===== src/rtl/fetch_pkg.sv =====
// fetch_pkg: shared types and constants for the fetch-stage next-PC generator.
package fetch_pkg;
    localparam int XLEN = 32;
    localparam logic [XLEN-1:0] PC_INC = 32'd4;
    localparam logic [XLEN-1:0] DEFAULT_RESET_PC = 32'h0000_0000;
    typedef struct packed {
        logic [XLEN-1:0] pc;
        logic [XLEN-1:0] pred_next;
        logic            pred_taken;
    } fq_entry_t;
endpackage


===== src/rtl/fetch_pc_gen_if.sv =====
// fetch_pc_gen_if: predictor, icache, hazard and execute-resolution signals of the fetch PC generator.
interface fetch_pc_gen_if #(parameter int DATA_WIDTH = fetch_pkg::XLEN);
    logic                  icache_ready;
    logic                  stall;
    logic                  predict_taken;
    logic [DATA_WIDTH-1:0] branch_target;
    logic                  ex_valid;
    logic [DATA_WIDTH-1:0] ex_actual_next;
    logic [DATA_WIDTH-1:0] PC_f;
    logic                  fetch_req;
    logic                  flush;
    logic [31:0]           mispredict_cnt;
    logic [31:0]           resolve_cnt;
    logic                  err_underflow;
    modport master (
        output icache_ready, stall, predict_taken, branch_target, ex_valid, ex_actual_next,
        input  PC_f, fetch_req, flush, mispredict_cnt, resolve_cnt, err_underflow
    );
    modport slave (
        input  icache_ready, stall, predict_taken, branch_target, ex_valid, ex_actual_next,
        output PC_f, fetch_req, flush, mispredict_cnt, resolve_cnt, err_underflow
    );
endinterface


===== src/rtl/fetch_queue.sv =====
// fetch_queue: in-flight fetch FIFO; pointers carry an extra wrap bit so count covers 0..DEPTH.
module fetch_queue
    import fetch_pkg::*;
#(
    parameter int DEPTH = 4
) (
    input  logic                   clk,
    input  logic                   rst,
    input  logic                   push,
    input  logic                   pop,
    input  logic                   clear,
    input  fq_entry_t              din,
    output fq_entry_t              dout,
    output logic [$clog2(DEPTH):0] count,
    output logic                   full,
    output logic                   empty
);
    localparam int AW = $clog2(DEPTH);
    logic [AW:0] wr_q, wr_d, rd_q, rd_d;
    fq_entry_t   mem_q [DEPTH];
    logic        do_push, do_pop;

    always_comb begin
        count   = wr_q - rd_q;
        full    = count == (AW+1)'(DEPTH);
        empty   = count == '0;
        do_push = push && !full;
        do_pop  = pop && !empty;
        wr_d    = clear ? '0 : wr_q + (AW+1)'(do_push);
        rd_d    = clear ? '0 : rd_q + (AW+1)'(do_pop);
        dout    = mem_q[rd_q[AW-1:0]];
    end

    always_ff @(posedge clk or negedge rst) begin
        if (!rst) begin
            wr_q <= '0;
            rd_q <= '0;
        end else begin
            wr_q <= wr_d;
            rd_q <= rd_d;
        end
    end

    always_ff @(posedge clk) begin
        if (do_push && !clear) mem_q[wr_q[AW-1:0]] <= din;
    end
endmodule


===== src/rtl/fetch_pc_gen.sv =====
// fetch_pc_gen: fetch PC register, predicted next-PC mux and execute-time misprediction redirect.
module fetch_pc_gen
    import fetch_pkg::*;
#(
    parameter int                    DATA_WIDTH  = XLEN,
    parameter logic [DATA_WIDTH-1:0] RESET_PC    = DEFAULT_RESET_PC,
    parameter int                    QUEUE_DEPTH = 4
) (
    input logic           clk,
    input logic           rst,
    fetch_pc_gen_if.slave bus
);
    localparam int CW = $clog2(QUEUE_DEPTH) + 1;
    logic [DATA_WIDTH-1:0] pc_q, pc_d, pred_next;
    logic [31:0]           mis_q, mis_d, res_q, res_d;
    logic                  err_q, err_d;
    logic                  pop, mispredict, fetch_req, accept;
    logic                  fq_full, fq_empty;
    logic [CW-1:0]         fq_count;
    fq_entry_t             head, entry;
    logic                  unused_head;

    always_comb begin
        pred_next  = bus.predict_taken ? bus.branch_target : pc_q + PC_INC;
        pop        = bus.ex_valid && !fq_empty;
        mispredict = pop && (head.pred_next != bus.ex_actual_next);
        // Redirect beats everything: no request, so no push, in the flush cycle.
        fetch_req  = !fq_full && !mispredict;
        accept     = fetch_req && bus.icache_ready && !bus.stall;
        entry      = '{pc: pc_q, pred_next: pred_next, pred_taken: bus.predict_taken};
        pc_d       = mispredict ? bus.ex_actual_next : accept ? pred_next : pc_q;
        res_d      = (pop && res_q != '1) ? res_q + 32'd1 : res_q;
        mis_d      = (mispredict && mis_q != '1) ? mis_q + 32'd1 : mis_q;
        err_d      = err_q | (bus.ex_valid && fq_count == '0);
    end

    fetch_queue #(.DEPTH(QUEUE_DEPTH)) u_queue (
        .clk   (clk),
        .rst   (rst),
        .push  (accept),
        .pop   (pop),
        .clear (mispredict),
        .din   (entry),
        .dout  (head),
        .count (fq_count),
        .full  (fq_full),
        .empty (fq_empty)
    );

    always_ff @(posedge clk or negedge rst) begin
        if (!rst) begin
            pc_q  <= RESET_PC;
            mis_q <= '0;
            res_q <= '0;
            err_q <= 1'b0;
        end else begin
            pc_q  <= pc_d;
            mis_q <= mis_d;
            res_q <= res_d;
            err_q <= err_d;
        end
    end

    assign unused_head        = ^{head.pc, head.pred_taken};
    assign bus.PC_f           = pc_q;
    assign bus.fetch_req      = fetch_req;
    assign bus.flush          = mispredict;
    assign bus.mispredict_cnt = mis_q;
    assign bus.resolve_cnt    = res_q;
    assign bus.err_underflow  = err_q;
endmodule


===== src/flat_wrapper.sv =====
// flat-port wrapper written by rule: the top's interface ports become plain ports
module fetch_pc_gen_flat import fetch_pkg::*;
#(
    parameter int                    DATA_WIDTH  = XLEN,
    parameter logic [DATA_WIDTH-1:0] RESET_PC    = DEFAULT_RESET_PC,
    parameter int                    QUEUE_DEPTH = 4
)
  (clk, rst, bus_icache_ready, bus_stall, bus_predict_taken, bus_branch_target, bus_ex_valid, bus_ex_actual_next, bus_PC_f, bus_fetch_req, bus_flush, bus_mispredict_cnt, bus_resolve_cnt, bus_err_underflow);
  fetch_pc_gen_if #(.DATA_WIDTH(DATA_WIDTH)) bus_i ();
  input logic clk;
  input logic rst;
  input wire logic [$bits(bus_i.icache_ready)-1:0] bus_icache_ready;
  input wire logic [$bits(bus_i.stall)-1:0] bus_stall;
  input wire logic [$bits(bus_i.predict_taken)-1:0] bus_predict_taken;
  input wire logic [$bits(bus_i.branch_target)-1:0] bus_branch_target;
  input wire logic [$bits(bus_i.ex_valid)-1:0] bus_ex_valid;
  input wire logic [$bits(bus_i.ex_actual_next)-1:0] bus_ex_actual_next;
  output wire logic [$bits(bus_i.PC_f)-1:0] bus_PC_f;
  output wire logic [$bits(bus_i.fetch_req)-1:0] bus_fetch_req;
  output wire logic [$bits(bus_i.flush)-1:0] bus_flush;
  output wire logic [$bits(bus_i.mispredict_cnt)-1:0] bus_mispredict_cnt;
  output wire logic [$bits(bus_i.resolve_cnt)-1:0] bus_resolve_cnt;
  output wire logic [$bits(bus_i.err_underflow)-1:0] bus_err_underflow;
  assign bus_i.icache_ready = bus_icache_ready;
  assign bus_i.stall = bus_stall;
  assign bus_i.predict_taken = bus_predict_taken;
  assign bus_i.branch_target = bus_branch_target;
  assign bus_i.ex_valid = bus_ex_valid;
  assign bus_i.ex_actual_next = bus_ex_actual_next;
  assign bus_PC_f = bus_i.PC_f;
  assign bus_fetch_req = bus_i.fetch_req;
  assign bus_flush = bus_i.flush;
  assign bus_mispredict_cnt = bus_i.mispredict_cnt;
  assign bus_resolve_cnt = bus_i.resolve_cnt;
  assign bus_err_underflow = bus_i.err_underflow;
  fetch_pc_gen #(.DATA_WIDTH(DATA_WIDTH), .RESET_PC(RESET_PC), .QUEUE_DEPTH(QUEUE_DEPTH)) u_core (.clk(clk), .rst(rst), .bus(bus_i));
endmodule

===== config.mk =====
export PLATFORM = sky130hd
export DESIGN_NAME = fetch_pc_gen_flat
export DESIGN_NICKNAME = d
export VERILOG_FILES = /design/src/rtl/fetch_pkg.sv /design/src/rtl/fetch_pc_gen_if.sv /design/src/rtl/fetch_queue.sv /design/src/rtl/fetch_pc_gen.sv /design/src/flat_wrapper.sv
export SDC_FILE = /design/constraint.sdc
export NUM_CORES = 1
export LEC_CHECK = 0
export ABC_AREA = 1
export CORE_MARGIN = 2
export CORE_UTILIZATION = 54
export DETAILED_ROUTE_END_ITERATION = 12
export HOLD_SLACK_MARGIN = 0.03
export PLACE_DENSITY = 0.84
export SYNTH_ARGS = -nofsm -noshare
export SYNTH_HDL_FRONTEND = slang
export SYNTH_SLANG_ARGS = --single-unit

===== constraint.sdc =====
create_clock -name clk -period 8.6 [get_ports clk]
set_input_delay 1.72 -clock clk [delete_from_list [all_inputs] [get_ports clk]]
set_output_delay 1.72 -clock clk [all_outputs]
set_load 0.02 [all_outputs]

# Yosys cells after proc, flatten, opt, wreduce, memory -nomap -nowiden
# Memories as Yosys holds them, arrays and structs flattened.
# Cells that the tools add are included.
[word_totals]
regBits = 103
ram_bits = 260
output_inout_bits = 99
wordCells = 42
mem_count = 1
[memory_table]
columns = ["memory", "depth", "width", "read_ports", "rd_clocked_by_memory_dff", "wr", "line", "source"]
rows = [
  ["u_core.u_queue.mem_q", 4, 65, 1, 0, 1, "fetch_queue.sv:20", "fq_entry_t mem_q [DEPTH];"],
]
[op_classes]
addsub = 6
n_eq_ne = 4
n_mux = 7
bitwise_logic = 1
reduce_logical = 17
[ops]
columns = ["operator", "count"]
rows = [
  ["two-way mux 32 bit", 3],
  ["adder 32 x 1 -> 32 bit (second input constant)", 2],
  ["inequality test 32 bit (second input constant)", 2],
  ["adder 32 x 3 -> 32 bit (second input constant)", 1],
  ["inequality test 32 bit", 1],
  ["logical AND 1 bit", 11],
  ["adder 3 x 1 -> 3 bit", 2],
  ["two-way mux 3 bit", 2],
  ["zero test 1 bit", 4],
  ["== test 3 bit (second input constant)", 1],
  ["zero test 3 bit", 1],
  ["subtractor 3 bit", 1],
  ["two-way mux 1 bit", 2],
  ["nonzero test 2 bit", 1],
  ["OR 1 bit", 1],
]

# Longest topological paths before layout
# Gate-level depths: netlist (run 1).
[depth]
ltp_word = 13
depth_mapped = 21
ltp_nobuf = 19

# Hierarchy
# Synthesis (run 1) repeated with hierarchy kept, for this count alone.
[hier_totals]
hier_cells = 1897
area_unflattened_um2 = 17999.8
[by_module_without_submodules]
columns = ["module", "n_inst", "cells_per_inst", "area_per_inst_um2", "seq_area_each_um2"]
rows = [
  ["fetch_queue", 1, 687, 10382.5, 7957.6],
  ["fetch_pc_gen", 1, 1210, 7617.3, 2427.3],
]

# Worst setup path before layout (run 1)
# Ideal clock, no wire load.
[synth_path]
path_type = "input-to-output"
from = "input bus_ex_actual_next[21]"
to = "output bus_fetch_req"
arrival_ns = 2.924
required_ns = 6.880
path_slack_ns = 3.956
stages = 13
cell_sequence = "inv_1 nand3_1 nand2_1 inv_1 nand2_1 nor2_1 nand2_1 nor2_1 nand2_1 nand2_2 inv_2 buf_2 nor2_1"
[synth_via]
elab_chain_len = 4
[synth_lines]
columns = ["item", "line", "source"]
rows = [
  ["start: declaration", "flat_wrapper.sv:17", "input wire logic [$bits(bus_i.ex_actual_next)-1:0] bus_ex_actual_next;"],
  ["inequality test 32 bit", "fetch_pc_gen.sv:26", "mispredict = pop && (head.pred_next != bus.ex_actual_next);"],
  ["logical AND 1 bit", "fetch_pc_gen.sv:26", ""],
  ["named net bus_flush", "flat_wrapper.sv:20", "output wire logic [$bits(bus_i.flush)-1:0] bus_flush;"],
  ["zero test 1 bit", "fetch_pc_gen.sv:28", "fetch_req = !fq_full && !mispredict;"],
  ["logical AND 1 bit", "fetch_pc_gen.sv:28", ""],
  ["end: declaration", "flat_wrapper.sv:19", "output wire logic [$bits(bus_i.fetch_req)-1:0] bus_fetch_req;"],
]
# The timed path passes the listed nets, and every way through them passes these cells.

# Final worst setup path (run 1)
[layout_path]
from = "input bus_ex_actual_next[21]"
to = "output bus_fetch_req"
[layout_via]
elab_chain_len = 4
[layout_lines]
columns = ["item", "line"]
rows = [
  ["inequality test 32 bit", "fetch_pc_gen.sv:26"],
  ["logical AND 1 bit", "fetch_pc_gen.sv:26"],
  ["zero test 1 bit", "fetch_pc_gen.sv:28"],
  ["logical AND 1 bit", "fetch_pc_gen.sv:28"],
]
# Every way passes these cells.

==> qor_table.md, run 1 <==
| Group | Quantity | This run |
|:---|:---|:---|
| outcome | Result of the run | finished clean |
| final layout | Syn-to-layout area delta | 22.0% |
| worst setup path | Critical path required time | 6.88 ns |
| placed design | Number of buffers inserted by port buffering | 168 |
| logic synthesis | Proportion of netlist area held by the largest area contributor | 0.305 |
| worst setup path | Capture point of the worst reg-to-reg path | u_core.u_queue.mem_q[3][1] |
| sta | # setup viols final | 0 |
| clocking | Number of buffers created by CTS | 24 |
| die | I/O pin count | 169 |
| min path | Tightest Hold Check Type | reg2reg |
| placed design | Total placed instance area | 0.0145 sq mm |
| die | Floorplan row count | 55 |
| final layout | Final core utilization | 0.675 |
| die | Initial Utilization | 0.553 |
| clocking | Clock Path Buffers | 3 |
| flow run | Count of max-cap constraint violations | 0 |
| sta | Highest attainable clock frequency | 162 MHz |
| worst setup path | Critical path capture point type | output pin |
| min path | End point of the worst hold path | u_core.bus.err_underflow |
| routing | Length of the first detailed-routing pass in iterations | 6 |
| logic synthesis | Post-synthesis cell type with the largest combined area | sky130_fd_sc_hd__edfxtp_1 |
| clocking | CTS root buffer | sky130_fd_sc_hd__clkbuf_16 |
| logic synthesis | Synth Cell Area | 0.0126 sq mm |
| worst setup path | CP Max Fanout | 41 |
| logic synthesis | Number of storage elements in the synthesis netlist | 231 |
| logic synthesis | Count of synthesis-stage warnings from yosys | 0 |
| global routing | Maximum number of pins on one net before global-route repair | 72 |
| worst setup path | Critical path data arrival time | 4.44 ns |
| sta | Tightest Pin Transition | 1.27 ns |
| sta | Skew final | 0.00996 ns |
| logic synthesis | Mean instance size in the synthesized netlist | 8.06 sq um |
| die | Die Ht | 157 um |
| final layout | Non-Filler Instances | 2042 |
| placed design | Placed insts | 1998 |
| logic synthesis | Sequential fraction of the synthesis area | 0.510 |
| routing | Via total after detailed routing | 11700 |
| final layout | Fraction of layout instances using a drive strength above 1 | 0.0399 |
| power and ir drop | PwrDens | 293 mW/mm^2 |
| routing | Number of violations reported at the end of detailed-routing iteration 0 | 1077 |
| worst setup path | CP Class | in2out |
| final layout | Top library cells by usage in the layout, fill and taps aside | sky130_fd_sc_hd__nand2_1 (634), sky130_fd_sc_hd__nand3_1 (177), sky130_fd_sc_hd__clkdlybuf4s50_1 (167), sky130_fd_sc_hd__edfxtp_1 (128), sky130_fd_sc_hd__nor2_1 (105) |
| clocking | CTS tree | built |
| final layout | Post-layout nets | 1790 |
| global routing | Via count of the first global-routing pass | 11300 |
| power and ir drop | Worst vdd rail ir drop | 0.227 mV |
| final layout | Count of antenna diodes in the layout | 0 |
| die | Overall die area | 0.0246 sq mm |
| clocking | Clock slew at the register clock pins of the worst setup and hold paths | 0.06 ns |
| clocking | Total number of clock tree sinks | 231 |
| power and ir drop | Total power | 0.00451 W |
| placed design | GP Congestion | 0.981 |
| worst setup path | Sort of element at the start of the critical path | input pin |
| logic synthesis | Cells after Synth | 1563 |
| die | Core region area | 0.0228 sq mm |
| sta | Shortest clock period the worst path allows after layout | 6.16 ns |
| global routing | Global-route total usage across every layer | 0.305 |
| placed design | Half-perimeter wire length after detailed placement | 24600 um |
| routing | Total length of routed wires | 37100 um |
| power and ir drop | P_leak | 6.64 nW |
| logic synthesis | Net count after synthesis | 1642 |
| sta | Relative max-transition margin | 0.153 |
| die | Chip Width | 157 um |
| final layout | Number of inserted filler cells in the final layout | 1821 |
| final layout | Commonest non-fill, non-tap cell in the layout | sky130_fd_sc_hd__nand2_1 |
| min path | Cells on Worst Hold Path | 1 |
| routing | Detailed-route DRC error count | 0 |
| logic synthesis | Yosys cell types | 31 |
| sta | Final Hold Violating Endpoints | 0 |
| sta | Max Slew Vio Count | 0 |
| global routing | Aggregate global routing overflow | 0 |
| clocking | H-Tree Level Count | 1 |
| routing | Vias per cell | 5.71 |
| sta | Final-layout setup total negative slack | 0 ns |
| global routing | Initial antenna violation count | 1 |
| sta | Final period util | 0.716 |
| logic synthesis | Leading post-synthesis cells by cell area | sky130_fd_sc_hd__edfxtp_1 (31%), sky130_fd_sc_hd__dfrtp_1 (20%), sky130_fd_sc_hd__nand2_1 (19%) |
| clocking | Number of buffers inserted by hold repair at cts | 0 |
| final layout | Design Area, Final | 0.0154 sq mm |
| worst setup path | Length in cells of the worst reg-to-reg path | 17 |
| routing | Antenna-violating nets left | 0 |
| clocking | Post-CTS setup buffers | 0 |
| worst setup path | R2R Setup Slk | 3.37 ns |
| sta | RSZ-0062 raised after global routing | false |
| min path | Worst hold start | u_core.bus.err_underflow |
| clocking | Resize count post-CTS | 0 |
| worst setup path | FF-to-FF Start | u_core.u_queue.rd_q[0] |
| clocking | Insertion delay to the later sink of the worst-skew pair | 0.53 ns |
| routing | Average wire per standard cell | 18.2 um |
| global routing | Global-route wire length before repair | 58300 um |
-- cells in the mapped netlist (all sizes together) --
master and instances:
o21bai 2, edfxtp 128, buf 36, or2 1
nor3 38, ha 9, nand3 177, xnor2 21
a31oi 5, nand3b 14, o211ai 32, inv 100
nand4 23, a21oi 5, xor2 55, nand2 636
o21ai 19, nor2 111, nor4 19, dfrtp 103
and2 1, o31ai 1, clkinv 2, clkbuf 25
-- report_power, final --
part           internal, W  switching [W]
combinational     0.000576        0.00122
sequential         0.00138       0.000186
clock             0.000716       0.000432
-- per-layer routing --
metal | global-route usage | wire, um
met1 | 0.380 | 13900
met2 | 0.508 | 17600
met3 | 0.0687 | 3970
met4 | 0.138 | 1590
met5 | 0 | 16
-- worst max-delay path by stage --
stage | from | to | slack, ns
3_3_place_gp | bus_ex_actual_next[21] | bus_fetch_req | 2.60
2_1_floorplan | bus_ex_actual_next[21] | bus_fetch_req | 3.96
4_1_cts | bus_ex_actual_next[21] | bus_fetch_req | 2.52
5_1_grt | bus_ex_actual_next[21] | bus_fetch_req | 2.21
6_report | bus_ex_actual_next[21] | bus_fetch_req | 2.44
3_5_place_dp | bus_ex_actual_next[21] | bus_fetch_req | 2.54
-- sequential cells by signal, summed over array words and instances (netlist names) --
register	flops
u_core.bus.mispredict_cnt	32
u_core.bus.PC_f	32
u_core.bus.err_underflow	1
u_core.u_queue.wr_q	3
u_core.bus.resolve_cnt	32
u_core.u_queue.mem_q	128
u_core.u_queue.rd_q	3
-- cell type report --
class	count	area, sq um	area share
repair buffers	183	1790	0.117
clock buffers	34	699	0.0455
inverters	102	383	0.0249
well taps	313	392	0.0255
flip-flops and latches	231	6420	0.418
clock inverters	10	181	0.0118
multi-input cells	1169	5500	0.358
-- critical path, cell delays in order --
cell	delay, ns
sky130_fd_sc_hd__clkdlybuf4s50_1	0.52
sky130_fd_sc_hd__inv_1	0.06
sky130_fd_sc_hd__nand3_1	0.09
sky130_fd_sc_hd__nand2_1	0.07
sky130_fd_sc_hd__inv_1	0.06
sky130_fd_sc_hd__nand2_1	0.06
sky130_fd_sc_hd__nor2_1	0.28
sky130_fd_sc_hd__nand2_1	0.12
sky130_fd_sc_hd__nor2_1	0.11
sky130_fd_sc_hd__nand2_1	0.12
sky130_fd_sc_hd__nand2_2	0.10
sky130_fd_sc_hd__inv_2	0.27
sky130_fd_sc_hd__nor2_1	0.21
sky130_fd_sc_hd__clkdlybuf4s50_1	0.63
-- cells by family (layout without fill, tap and decap cells) --
logic type      after synthesis  in the layout  share of synthesized area
buf+inv                     163            329                     0.0567
flops                       231            231                      0.510
simple gates               1020           1020                      0.339
xor+xnor                     76             76                     0.0528
compound gates               64             64                     0.0329
fa+ha+maj                     9              9                    0.00894
-- metrics by stage --
step	hold WS, ns	setup WS (ns)
floorplan	0.537	3.96
global placement	0.466	2.60
detailed placement	0.468	2.54
CTS	0.488	2.52
global route	0.500	2.21
finish	0.483	2.44
(Power assumes the default switching activity.)
==> run 2, diff against run 1 <==
Settings changed: CORE_UTILIZATION 54 to 50, PLACE_DENSITY 0.84 to 0.82.
Clock period 8.6 ns to 5.3 ns, I/O delays scaled along.
==> run 2 against run 1 <==
Against the previous run:
- critical path type is now reg2out
- largest power group unchanged
- cell count is 1.0% higher
- the flow now finishes with violations (design-rule violations)
- die area rose by 7.8%
- register-to-register slack got worse by 2.8 ns
- global-route usage fell by 2.0 points
- first-iteration DRC count rose by 31%
- combinational power up 64%
- routed wire length rose by 1.9%
==> qor_table.md, run 2 (synthesized netlist as in run 1, its figures left out) <==
| Group | Quantity | This run |
|:---|:---|:---|
| routing | Detailed-route DRC error count | 2 |
| final layout | Commonest non-fill, non-tap cell in the layout | sky130_fd_sc_hd__nand2_1 |
| clocking | CTS root buffer | sky130_fd_sc_hd__clkbuf_16 |
| die | Overall die area | 0.0265 sq mm |
| sta | Final-layout setup total negative slack | 0 ns |
| worst setup path | Critical path's slowest cell | sky130_fd_sc_hd__clkdlybuf4s50_1 |
| outcome | Result of the run | finished with violations |
| sta | # setup viols final | 0 |
| sta | RSZ-0062 raised after global routing | false |
| global routing | Aggregate global routing overflow | 0 |
| routing | Number of violations reported at the end of detailed-routing iteration 0 | 1409 |
| worst setup path | Critical path's largest stage delay | 0.69 ns |
| worst setup path | Worst path cell trace | inv_2, ha_1, a21oi_1, xor2_1, nand3_1, nand2_1, clkinv_1, nand2_2, inv_2, nor2_1, clkdlybuf4s50_1 |
| clocking | Number of buffers inserted by hold repair at cts | 0 |
| power and ir drop | P_leak | 6.62 nW |
| worst setup path | Most common cell type on the critical path | sky130_fd_sc_hd__inv_2 |
| worst setup path | Count of buffer and inverter cells on the critical path | 4 |
| sta | Final Hold Violating Endpoints | 0 |
| sta | Tightest Pin Transition | 0.918 ns |
| clocking | Insertion delay to the later sink of the worst-skew pair | 0.51 ns |
| final layout | Non-Filler Instances | 2063 |
| worst setup path | Sort of element at the start of the critical path | register |
| global routing | Global-route total usage across every layer | 0.284 |
| final layout | Combined flip-flop and latch cell area | 0.00642 sq mm |
| die | I/O pin count | 169 |
| die | Chip Width | 163 um |
| routing | Average wire per standard cell | 18.3 um |
| global routing | Global-route wire length before repair | 58900 um |
| global routing | Via count of the first global-routing pass | 11300 |
| routing | Wire length on met1 | 14500 um |
| routing | Via total after detailed routing | 11800 |
| worst setup path | Kind of cell with the highest combined delay on the critical path | buffers and inverters |
| global routing | Initial antenna violation count | 2 |
| die | Initial Utilization | 0.505 |
| sta | Final period util | 0.948 |
| placed design | Number of buffers inserted by port buffering | 168 |
| clocking | Number of buffers created by CTS | 24 |
| power and ir drop | Total power | 0.00725 W |
| final layout | Fraction of layout instances using a drive strength above 1 | 0.0427 |
| clocking | Post-CTS setup buffers | 0 |
| die | Die Ht | 163 um |
| routing | Length of the first detailed-routing pass in iterations | 11 |
| final layout | Top library cells by usage in the layout, fill and taps aside | sky130_fd_sc_hd__nand2_1 (634), sky130_fd_sc_hd__nand3_1 (177), sky130_fd_sc_hd__clkdlybuf4s50_1 (167), sky130_fd_sc_hd__edfxtp_1 (128), sky130_fd_sc_hd__nor2_1 (105) |
| worst setup path | Critical path data arrival time | 3.96 ns |
| sta | Final worst-path setup slack | 0.277 ns |
| placed design | GP Congestion | 0.957 |
| clocking | CTS tree | built |
| clocking | H-Tree Level Count | 1 |
| final layout | Post-layout nets | 1793 |
| clocking | Clock Path Buffers | 3 |
| placed design | Placed insts | 2018 |
| final layout | Number of inserted filler cells in the final layout | 2106 |
| routing | Antenna-violating nets left | 0 |
| flow run | Count of max-cap constraint violations | 0 |
| clocking | Total number of clock tree sinks | 231 |
| power and ir drop | Worst vdd rail ir drop | 0.319 mV |
| placed design | Worst-case setup slack after placement | 0.591 ns |
| die | Floorplan row count | 58 |
| worst setup path | Critical path required time | 4.24 ns |
| sta | Skew final | 0.00680 ns |
| worst setup path | Critical path capture point type | output pin |
| final layout | Flip-flop count of the largest register after layout | 128 |
| sta | Highest attainable clock frequency | 199 MHz |
| sta | Relative max-transition margin | 0.384 |
| routing | Top routing layer in use | met5 |
| clocking | Clock slew at the register clock pins of the worst setup and hold paths | 0.06 ns |
| power and ir drop | PwrDens | 471 mW/mm^2 |
| global routing | Maximum number of pins on one net before global-route repair | 67 |
| routing | Wire length on met3 | 4300 um |
| min path | Tightest Hold Check Type | reg2reg |
| outcome | Violated checks | design-rule violations |
| routing | Routed met2 length | 17100 um |
| worst setup path | CP Max Fanout | 26 |
| sta | Shortest clock period the worst path allows after layout | 5.02 ns |
| final layout | Combined area of the multi-input logic cells | 0.00550 sq mm |
| final layout | Syn-to-layout area delta | 22.1% |
| routing | Total length of routed wires | 37800 um |
| sta | Hold Worst Slack | 0.477 ns |
| worst setup path | CP Class | reg2out |
| sta | Max Slew Vio Count | 0 |
| clocking | Resize count post-CTS | 0 |
| routing | Vias per cell | 5.70 |
| die | Core region area | 0.0250 sq mm |
| placed design | Half-perimeter wire length after detailed placement | 25200 um |
run 2: cell count changes in the layout (fill, tap and decap cells not counted), moves of 2 or more:
cell                         before  now
sky130_fd_sc_hd__bufinv_16        5    3
sky130_fd_sc_hd__clkbuf_8         4    0
sky130_fd_sc_hd__clkbuf_1         5    2
sky130_fd_sc_hd__clkinvlp_4       1    5
sky130_fd_sc_hd__buf_4           16   18
run 2: power by group:
part | internal (W) | total, W | switching [W]
clock | 0.00104 | 0.00176 | 0.000717
combinational | 0.000950 | 0.00294 | 0.00199
sequential | 0.00224 | 0.00255 | 0.000313
run 2: area by class of cell:
| cell class | count | area share |
|---|---|---|
| well taps | 330 | 0.0268 |
| clock buffers | 28 | 0.0428 |
| repair buffers | 186 | 0.119 |
| inverters | 102 | 0.0249 |
| diodes | 1 | 0.000163 |
| clock inverters | 16 | 0.0113 |
| multi-input cells | 1169 | 0.358 |
| flip-flops and latches | 231 | 0.418 |
run 2: stage by stage:
stage / area (sq um) / util
floorplan: 12600 / -
global placement: 14500 / 0.583
detailed placement: 14500 / 0.583
CTS: 15400 / 0.616
global route: 15400 / 0.616
finish: 15400 / 0.616
run 2: path summary, 6_finish.rpt:
kind,cells past startpoint,startpoint,to,slack (ns)
hold / removal,1,u_core.bus.err_underflow,u_core.bus.err_underflow,0.48
setup / recovery,11,u_core.u_queue.rd_q[1],bus_fetch_req,0.28
setup reg to reg,12,u_core.u_queue.rd_q[1],u_core.u_queue.mem_q[1][3],0.62
hold reg to reg,1,u_core.bus.err_underflow,u_core.bus.err_underflow,0.48
min in group asynchronous,1,rst,u_core.bus.mispredict_cnt[12],0.61
max in group asynchronous,2,rst,u_core.bus.mispredict_cnt[22],3.51
run 2: metal layers:
layer,GRT usage,vias up
met4,0.129,2
met1,0.365,5369
met3,0.0639,165
li1,-,5453
met2,0.462,762
met5,0,-
